## src/rtl/axi_rab_err_slave.sv

```systemverilog
// AXI error slave: terminates translation-miss transactions with ERR_RESP.
// Independent write and read FSMs, one outstanding transaction each.
module axi_rab_err_slave #(
   parameter int unsigned AXI_ID_WIDTH   = 4,
   parameter int unsigned AXI_DATA_WIDTH = 64,
   parameter logic [1:0]  ERR_RESP       = 2'b10
) (
   input  logic                      clk,
   input  logic                      rstn,
   input  logic                      aw_valid,
   output logic                      aw_ready,
   input  logic [AXI_ID_WIDTH-1:0]   aw_id,
   input  logic                      w_valid,
   output logic                      w_ready,
   input  logic                      w_last,
   output logic                      b_valid,
   input  logic                      b_ready,
   output logic [AXI_ID_WIDTH-1:0]   b_id,
   output logic [1:0]                b_resp,
   input  logic                      ar_valid,
   output logic                      ar_ready,
   input  logic [AXI_ID_WIDTH-1:0]   ar_id,
   input  logic [7:0]                ar_len,
   output logic                      r_valid,
   input  logic                      r_ready,
   output logic [AXI_ID_WIDTH-1:0]   r_id,
   output logic [AXI_DATA_WIDTH-1:0] r_data,
   output logic [1:0]                r_resp,
   output logic                      r_last
);

   typedef enum logic [1:0] {
      W_IDLE,
      W_DRAIN,
      W_RESP
   } w_state_e;

   typedef enum logic {
      R_IDLE,
      R_RESP
   } r_state_e;

   w_state_e                w_state_q, w_state_d;
   logic [AXI_ID_WIDTH-1:0] b_id_q, b_id_d;

   r_state_e                r_state_q, r_state_d;
   logic [AXI_ID_WIDTH-1:0] r_id_q, r_id_d;
   logic [7:0]              r_len_q, r_len_d;
   logic [7:0]              r_cnt_q, r_cnt_d;
   logic                    r_last_int;

   // Write path
   always_ff @(posedge clk or negedge rstn) begin
      if (!rstn) begin
         w_state_q <= W_IDLE;
         b_id_q    <= '0;
      end else begin
         w_state_q <= w_state_d;
         b_id_q    <= b_id_d;
      end
   end

   always_comb begin
      w_state_d = w_state_q;
      b_id_d    = b_id_q;
      aw_ready  = 1'b0;
      w_ready   = 1'b0;
      b_valid   = 1'b0;
      unique case (w_state_q)
         W_IDLE: begin
            aw_ready = 1'b1;
            if (aw_valid) begin
               b_id_d    = aw_id;
               w_state_d = W_DRAIN;
            end
         end
         W_DRAIN: begin
            w_ready = 1'b1;
            if (w_valid && w_last) begin
               w_state_d = W_RESP;
            end
         end
         W_RESP: begin
            b_valid = 1'b1;
            if (b_ready) begin
               w_state_d = W_IDLE;
            end
         end
         default: begin
            w_state_d = W_IDLE;
         end
      endcase
   end

   assign b_id   = b_id_q;
   assign b_resp = ERR_RESP;

   // Read path
   always_ff @(posedge clk or negedge rstn) begin
      if (!rstn) begin
         r_state_q <= R_IDLE;
         r_id_q    <= '0;
         r_len_q   <= '0;
         r_cnt_q   <= '0;
      end else begin
         r_state_q <= r_state_d;
         r_id_q    <= r_id_d;
         r_len_q   <= r_len_d;
         r_cnt_q   <= r_cnt_d;
      end
   end

   // Counter stops at len, so a 256-beat burst never wraps before r_last
   assign r_last_int = (r_state_q == R_RESP) && (r_cnt_q == r_len_q);

   always_comb begin
      r_state_d = r_state_q;
      r_id_d    = r_id_q;
      r_len_d   = r_len_q;
      r_cnt_d   = r_cnt_q;
      ar_ready  = 1'b0;
      r_valid   = 1'b0;
      unique case (r_state_q)
         R_IDLE: begin
            ar_ready = 1'b1;
            if (ar_valid) begin
               r_id_d    = ar_id;
               r_len_d   = ar_len;
               r_cnt_d   = 8'd0;
               r_state_d = R_RESP;
            end
         end
         R_RESP: begin
            r_valid = 1'b1;
            if (r_ready) begin
               if (r_last_int) begin
                  r_state_d = R_IDLE;
               end else begin
                  r_cnt_d = r_cnt_q + 8'd1;
               end
            end
         end
         default: begin
            r_state_d = R_IDLE;
         end
      endcase
   end

   assign r_id   = r_id_q;
   assign r_data = '0;
   assign r_resp = ERR_RESP;
   assign r_last = r_last_int;

endmodule

```

## config.mk

```make
export PLATFORM = sky130hd
export DESIGN_NAME = axi_rab_err_slave
export DESIGN_NICKNAME = d
export VERILOG_FILES = /design/src/rtl/axi_rab_err_slave.sv
export SDC_FILE = /design/constraint.sdc
export NUM_CORES = 1
export LEC_CHECK = 0
export ABC_AREA = 1
export ABC_CLOCK_PERIOD_IN_PS = 3100
export CORE_UTILIZATION = 25
export DETAILED_ROUTE_END_ITERATION = 8
export SLEW_MARGIN = 30
export SYNTH_ARGS = -nofsm -noshare
export SYNTH_HDL_FRONTEND = slang
export SYNTH_SLANG_ARGS = --single-unit
```

## constraint.sdc

```tcl
create_clock -name clk -period 3.1 [get_ports clk]
set_input_delay 0.62 -clock clk [delete_from_list [all_inputs] [get_ports clk]]
set_output_delay 0.62 -clock clk [all_outputs]
set_load 0.01 [all_outputs]
```

==> results of run 1 <==
per-layer routing:
layer  vias to the layer above  global-route usage, %  share of wire, %
met5                         -                      0                 0
met4                         0                   2.42              0.93
met3                         5                   2.62               9.1
met2                        82                   15.0                48
met1                       653                   11.1                42
li1                        697                      -                 -
cells in the final DEF, fill, tap and decap left out, types with 2 or more instances in the layout:
cell type | synthesis | layout
nor2_1 | 18 | 18
dfrtp_1 | 27 | 27
inv_1 | 20 | 20
a21oi_2 | 2 | 2
nand2_1 | 49 | 49
nor2_2 | 2 | 2
nor3b_1 | 3 | 3
o21bai_1 | 2 | 2
conb_1 | 2 | 68
a21oi_1 | 8 | 8
clkbuf_8 | 0 | 3
mux2_2 | 10 | 10
nand3_1 | 13 | 13
o21ai_0 | 3 | 3
clkdlybuf4s50_1 | 0 | 37
registers in the layout, summed over array words and instances (netlist names):
| signal | flops |
|---|---|
| b_id | 4 |
| r_cnt_q | 8 |
| r_id | 4 |
| r_len_q | 8 |
| r_state_q | 1 |
| w_state_q | 2 |
cell usage after synthesis:
master	n	area (sq um)
o211ai_1	1	7.51
nor2_1	18	67.6
nand3_4	1	17.5
dfrtp_1	27	676
inv_2	1	3.75
buf_4	68	510
xnor2_1	1	8.76
o21ai_0	3	15.0
buf_2	1	5.00
a21oi_2	2	17.5
nor3_1	1	5.00
and3_1	1	6.26
mux2_2	10	113
nand4_1	1	6.26
a21oi_1	8	40.0
inv_1	20	75.1
conb_1	2	7.51
nor2_2	2	12.5
nand2_2	1	6.26
nand3b_1	1	7.51
nand3_1	13	65.1
xor2_1	1	8.76
nand2_4	1	11.3
o31ai_1	1	7.51
ha_1	1	12.5
nor3b_1	3	22.5
or2_2	1	6.26
nand2_1	49	184
o21bai_1	2	15.0
power by group through the flow:
stage          sequential, mW  clock [mW]  combinational, mW
3_3_place_gp            0.547           0              0.551
5_1_grt                 0.561       0.225              0.617
4_1_cts                 0.546       0.217              0.561
2_1_floorplan           0.550           0              0.393
3_5_place_dp            0.552           0              0.558
6_report                0.544       0.204              0.556
logic make-up (layout without fill, tap and decap cells):
logic type                 after synthesis  count (layout)
and+or+nand+nor                         93              93
buffers and inverters                   90              63
DFF                                     27              27
AOI/OAI and AO/OA                       17              17
muxes                                   10              10
other                                    2              68
xor gates and xnor gates                 2               2
adders and majority gates                1               1
final timing paths:
| path | start | to | slack (ns) | depth (start not counted) |
|---|---|---|---|---|
| worst max register to register | r_state_q | r_cnt_q[3] | 1.57 | 8 |
| worst min-delay path | w_state_q[0] | w_state_q[1] | 0.51 | 1 |
| min in group asynchronous | rstn | r_id[3] | 0.71 | 2 |
| max in group asynchronous | rstn | r_cnt_q[5] | 2.13 | 2 |
| worst max-delay path | r_cnt_q[5] | r_last | 0.57 | 6 |
| worst min register to register | w_state_q[0] | w_state_q[1] | 0.51 | 1 |
cell type report:
type                       count  area [sq um]  area share, %
clock buffer                   3          41.3           1.86
clock inverter                 1          5.00          0.225
inverter                      21          78.8           3.55
multi-input combinational    191           918           41.4
sequential                    27           676           30.4
tap                           99           124           5.58
timing repair buffer          38           378           17.0
==> impl_metrics.ini, run 1 <==
[worst_setup_path]
required_ns = 2.48
cp_slowest_cell = clkdlybuf4s50_1
crit_fanout = 7
critPathCaptureType = output port
cp.arrival_ns = 1.91
path_cells = inv_1 > nand2_1 > nand4_1 > nand3b_1 > nor3_1 > clkdlybuf4s50_1
cp.buffers_inverters = 2
slowest_delay_ns = 0.60
start_kind = flip-flop
crit_type = reg -> out
cp_top_family = buffers and inverters

[yosys]
synthXorXnorAreaFrac_pct = 0.903
netlist_instances = 242
avgSynthCellArea_sq_um = 8.02
synth_seq_area_share_pct = 34.8
yosysUniqueCellTypes = 29
synth-seq-cells = 27
synth.area.mux_share_pct = 5.80
synthAdderAreaFrac_pct = 0.645
synth-compound-area-share_pct = 5.29
syn_area_sq_um = 1940
synth_top_family_by_area = buffers and inverters
synthSimpleGateAreaFrac_pct = 21.5
yosys_warnings = 0

[sta]
slew_headroom_pct = 62.7
finalWorstSetupSlack_ns = 0.573
worstMarginPinSlew_ns = 0.560
rsz0062_at_grt = false
finalCritPeriodShare_pct = 81.5
setup_tns_ns = 0
drv_slew = 0
post-route-min-period_ns = 2.53
finalHoldWorstSlack_ns = 0.512
finClkSkew_ns = 0.00431
hold_violations = 0
timing.fmax_mhz = 396
setup_violations = 0

[clock_network]
clk_latency_ns = 0.27
clock_sinks = 27
cts_tree = yes
cts_setup_buffers = 0
htree_levels = 1
clock-root-buffer = clkbuf_8
clk_path_buf_depth = 2
path_clk_slew_ns = 0.10
cts_buffers = 3
cts_resized = 0
cts_hold_buf = 0

[power]
ir_drop_uv = 300
switchingPower_mw = 0.486
p_sw_share_pct = 37.3
cell_internal_pwr_mw = 0.818
power.density_nw_per_um2 = 587
leakage_nw = 1.12
p_total_mw = 1.30
seqPwrFrac_pct = 41.7
clock_power_share_pct = 15.6
combPwrFrac_pct = 42.6

[drt]
dr.pass1.iters = 4
dr_total_vias = 1437
ant_nets = 0
wl_per_cell_microns = 9.61
drtIter0Drc = 57
via_per_inst = 3.78
wl_mm = 3.65
remaining_drc_errors = 0

[final_layout]
drive_above_1_share_pct = 8.54
finalInstanceArea_sq_um = 2220
num-nets-final = 307
antenna_cells = 0
final_cells = 380
finish.utilization_pct = 30.1
num-fill-cells = 812
syn_to_final_growth_pct = 14.4

[placed_design]
placed_area_sq_um = 2170
portBuffers = 37
placedCellCount = 376
dpl_worst_slack_ns = 0.881
hpwl_mm = 2.83
gp_congestion = 0.817

[status]
status = completed

[worst_hold_path]
min_path_type = reg -> reg

[global_routing]
grt_pass1_vias = 1286
antenna_found_initial = 0
grt_pass1_wl_mm = 5.97
grt_max_degree = 28
overflow = 0
grt_usage_pct = 8.92

[die]
start_util_pct = 26.3
die_h_microns = 90.1
io_pins = 106
rows = 31
fp.coreArea_sq_um = 7370
die_w_microns = 90.1
dieArea_sq_um = 8120

[job]
maxCapViolations = 0
(Power assumes the default switching activity.)
==> run 2, diff against run 1 <==
--- a/config.mk
+++ b/config.mk
@@ -6,7 +6,7 @@
 export NUM_CORES = 1
 export LEC_CHECK = 0
 export ABC_AREA = 1
-export ABC_CLOCK_PERIOD_IN_PS = 3100
+export ABC_CLOCK_PERIOD_IN_PS = 2130
 export CORE_UTILIZATION = 25
 export DETAILED_ROUTE_END_ITERATION = 8
 export SLEW_MARGIN = 30
==> constraint.sdc (replaced) <==
create_clock -name clk -period 2.13 [get_ports clk]
set_input_delay 0.426 -clock clk [delete_from_list [all_inputs] [get_ports clk]]
set_output_delay 0.426 -clock clk [all_outputs]
set_load 0.01 [all_outputs]
==> run 2 against run 1 <==
Final area grew 0.45%. Highest routed layer unchanged. Cell count up 0.53%. Register-to-register slack worse by 0.92 ns. First-iteration DRC count is 28% higher. Non-clock buffer count increased by 2. Clock power up 49%. Critical path depth fell by 4. Sequential power is 47% higher. Critical endpoint is now ar_ready. Flip-flop and latch count unchanged. Largest cell class unchanged.
==> impl_metrics.ini, run 2 (synthesis gave the netlist of run 1 again) <==
[global_routing]
grt_usage_pct = 9.30
use_met3_pct = 2.45
overflow = 0
top_usage_layer = met2
grt_max_degree = 28
grt_pass1_vias = 1396
grt_pass1_wl_mm = 6.18
use_met2_pct = 16.3
antenna_found_initial = 0
grt_use_met1_pct = 11.0

[sta]
setup_tns_ns = 0
finalHoldWorstSlack_ns = 0.515
finalCritPeriodShare_pct = 92.5
rsz0062_at_grt = false
hold_violations = 0
timing.fmax_mhz = 508
finClkSkew_ns = 0.00368
setup_violations = 0
drv_slew = 0
post-route-min-period_ns = 1.97

[placed_design]
gp_congestion = 0.832
hpwl_mm = 2.89
portBuffers = 37

[worst_setup_path]
cp.arrival_ns = 1.54
ff2ff_setup_slack_ns = 0.65
crit_fanout = 10
r2r_end = r_cnt_q[3]
critPathCaptureType = output port
cp_slowest_cell = clkdlybuf4s50_1
cp-endpoint = ar_ready
critPathLaunch = r_state_q
r2r-start = r_state_q
crit_type = reg -> out
start_kind = flip-flop
slowest_delay_ns = 0.58
rr_worst_depth = 8
required_ns = 1.70
path_cells = inv_2 > clkdlybuf4s50_1

[final_layout]
multiInputGateArea_sq_um = 918
seqCellArea_sq_um = 677
drive_above_1_share_pct = 9.54
final_common_cell = conb_1
top_regs = r_cnt_q: 8 flops, r_len_q: 8 flops
syn_to_final_growth_pct = 15.0
antenna_cells = 0
num-fill-cells = 806
mostFrequentLayoutCells = conb_1 (68), nand2_1 (49), clkdlybuf4s50_1 (36)
num-nets-final = 309

[clock_network]
htree_levels = 1
cts_tree = yes
cts_buffers = 3
clock-root-buffer = clkbuf_8
cts_resized = 2
cts_hold_buf = 0
clk_path_buf_depth = 2
clk_latency_ns = 0.27
cts_setup_buffers = 0
clock_sinks = 27
path_clk_slew_ns = 0.10

[die]
rows = 31
fp.coreArea_sq_um = 7370
die_w_microns = 90.1
io_pins = 106
start_util_pct = 26.3
die_h_microns = 90.1
dieArea_sq_um = 8120

[status]
status = completed

[drt]
dr.pass1.iters = 4
drtIter0Drc = 73
remaining_drc_errors = 0
ant_nets = 0
via_per_inst = 3.79
wl_mm = 3.68
dr_total_vias = 1447
wl_per_cell_microns = 9.64

[power]
power.density_nw_per_um2 = 860
leakage_nw = 1.13
ir_drop_uv = 521

[job]
maxCapViolations = 0

[worst_hold_path]
min_path_type = in -> async
[run 2: layout make-up]
type / instances / share of cell area [%]
tap: 99 / 5.55
inverter: 21 / 3.53
multi-input combinational: 191 / 41.2
sequential: 27 / 30.3
timing repair buffer: 40 / 17.4
clock buffer: 4 / 2.02
[run 2: per-stage QoR]
stage,utilization [%],area [sq um],setup slack (ns),cells,power (mW)
after floorplan,-,2190,0.712,308,1.37
after global placement,29.7,2190,0.187,378,1.61
after detailed placement,29.7,2190,0.162,378,1.62
after CTS,30.3,2230,0.105,382,1.93
after global routing,30.3,2230,0.0843,382,2.08
final,30.3,2230,0.160,382,1.92
[run 2: critical path: cells and delay by family, from the launching register on]
family / cells / cell delay [ns]
buf+inv: 2 / 0.79
flops: 1 / 0.47
[run 2: metal layers]
layer,vias to the layer above,part of all wire (%)
met5,-,0
met4,0,1.1
met3,5,8.5
met2,82,48
met1,656,43
li1,704,-
[run 2: report_power, final]
part | total [mW] | leakage, nW | switching [mW] | internal (mW)
logic | 0.817 | 0.784 | 0.416 | 0.401
clock network | 0.303 | 0.0228 | 0.169 | 0.134
registers | 0.799 | 0.322 | 0.134 | 0.665
total | 1.92 | 1.13 | 0.719 | 1.20
[run 2: worst min path at each step]
stage,start,to,slack (ns),cells after the start
global placement,r_id[3],r_id[3],0.49,1
CTS,w_state_q[0],w_state_q[1],0.52,1
floorplan,rstn,b_id[0],0.13,0
detailed placement,r_id[3],r_id[3],0.50,1
global route,b_id[1],b_id[1],0.54,1
finish,rstn,r_id[3],0.51,2
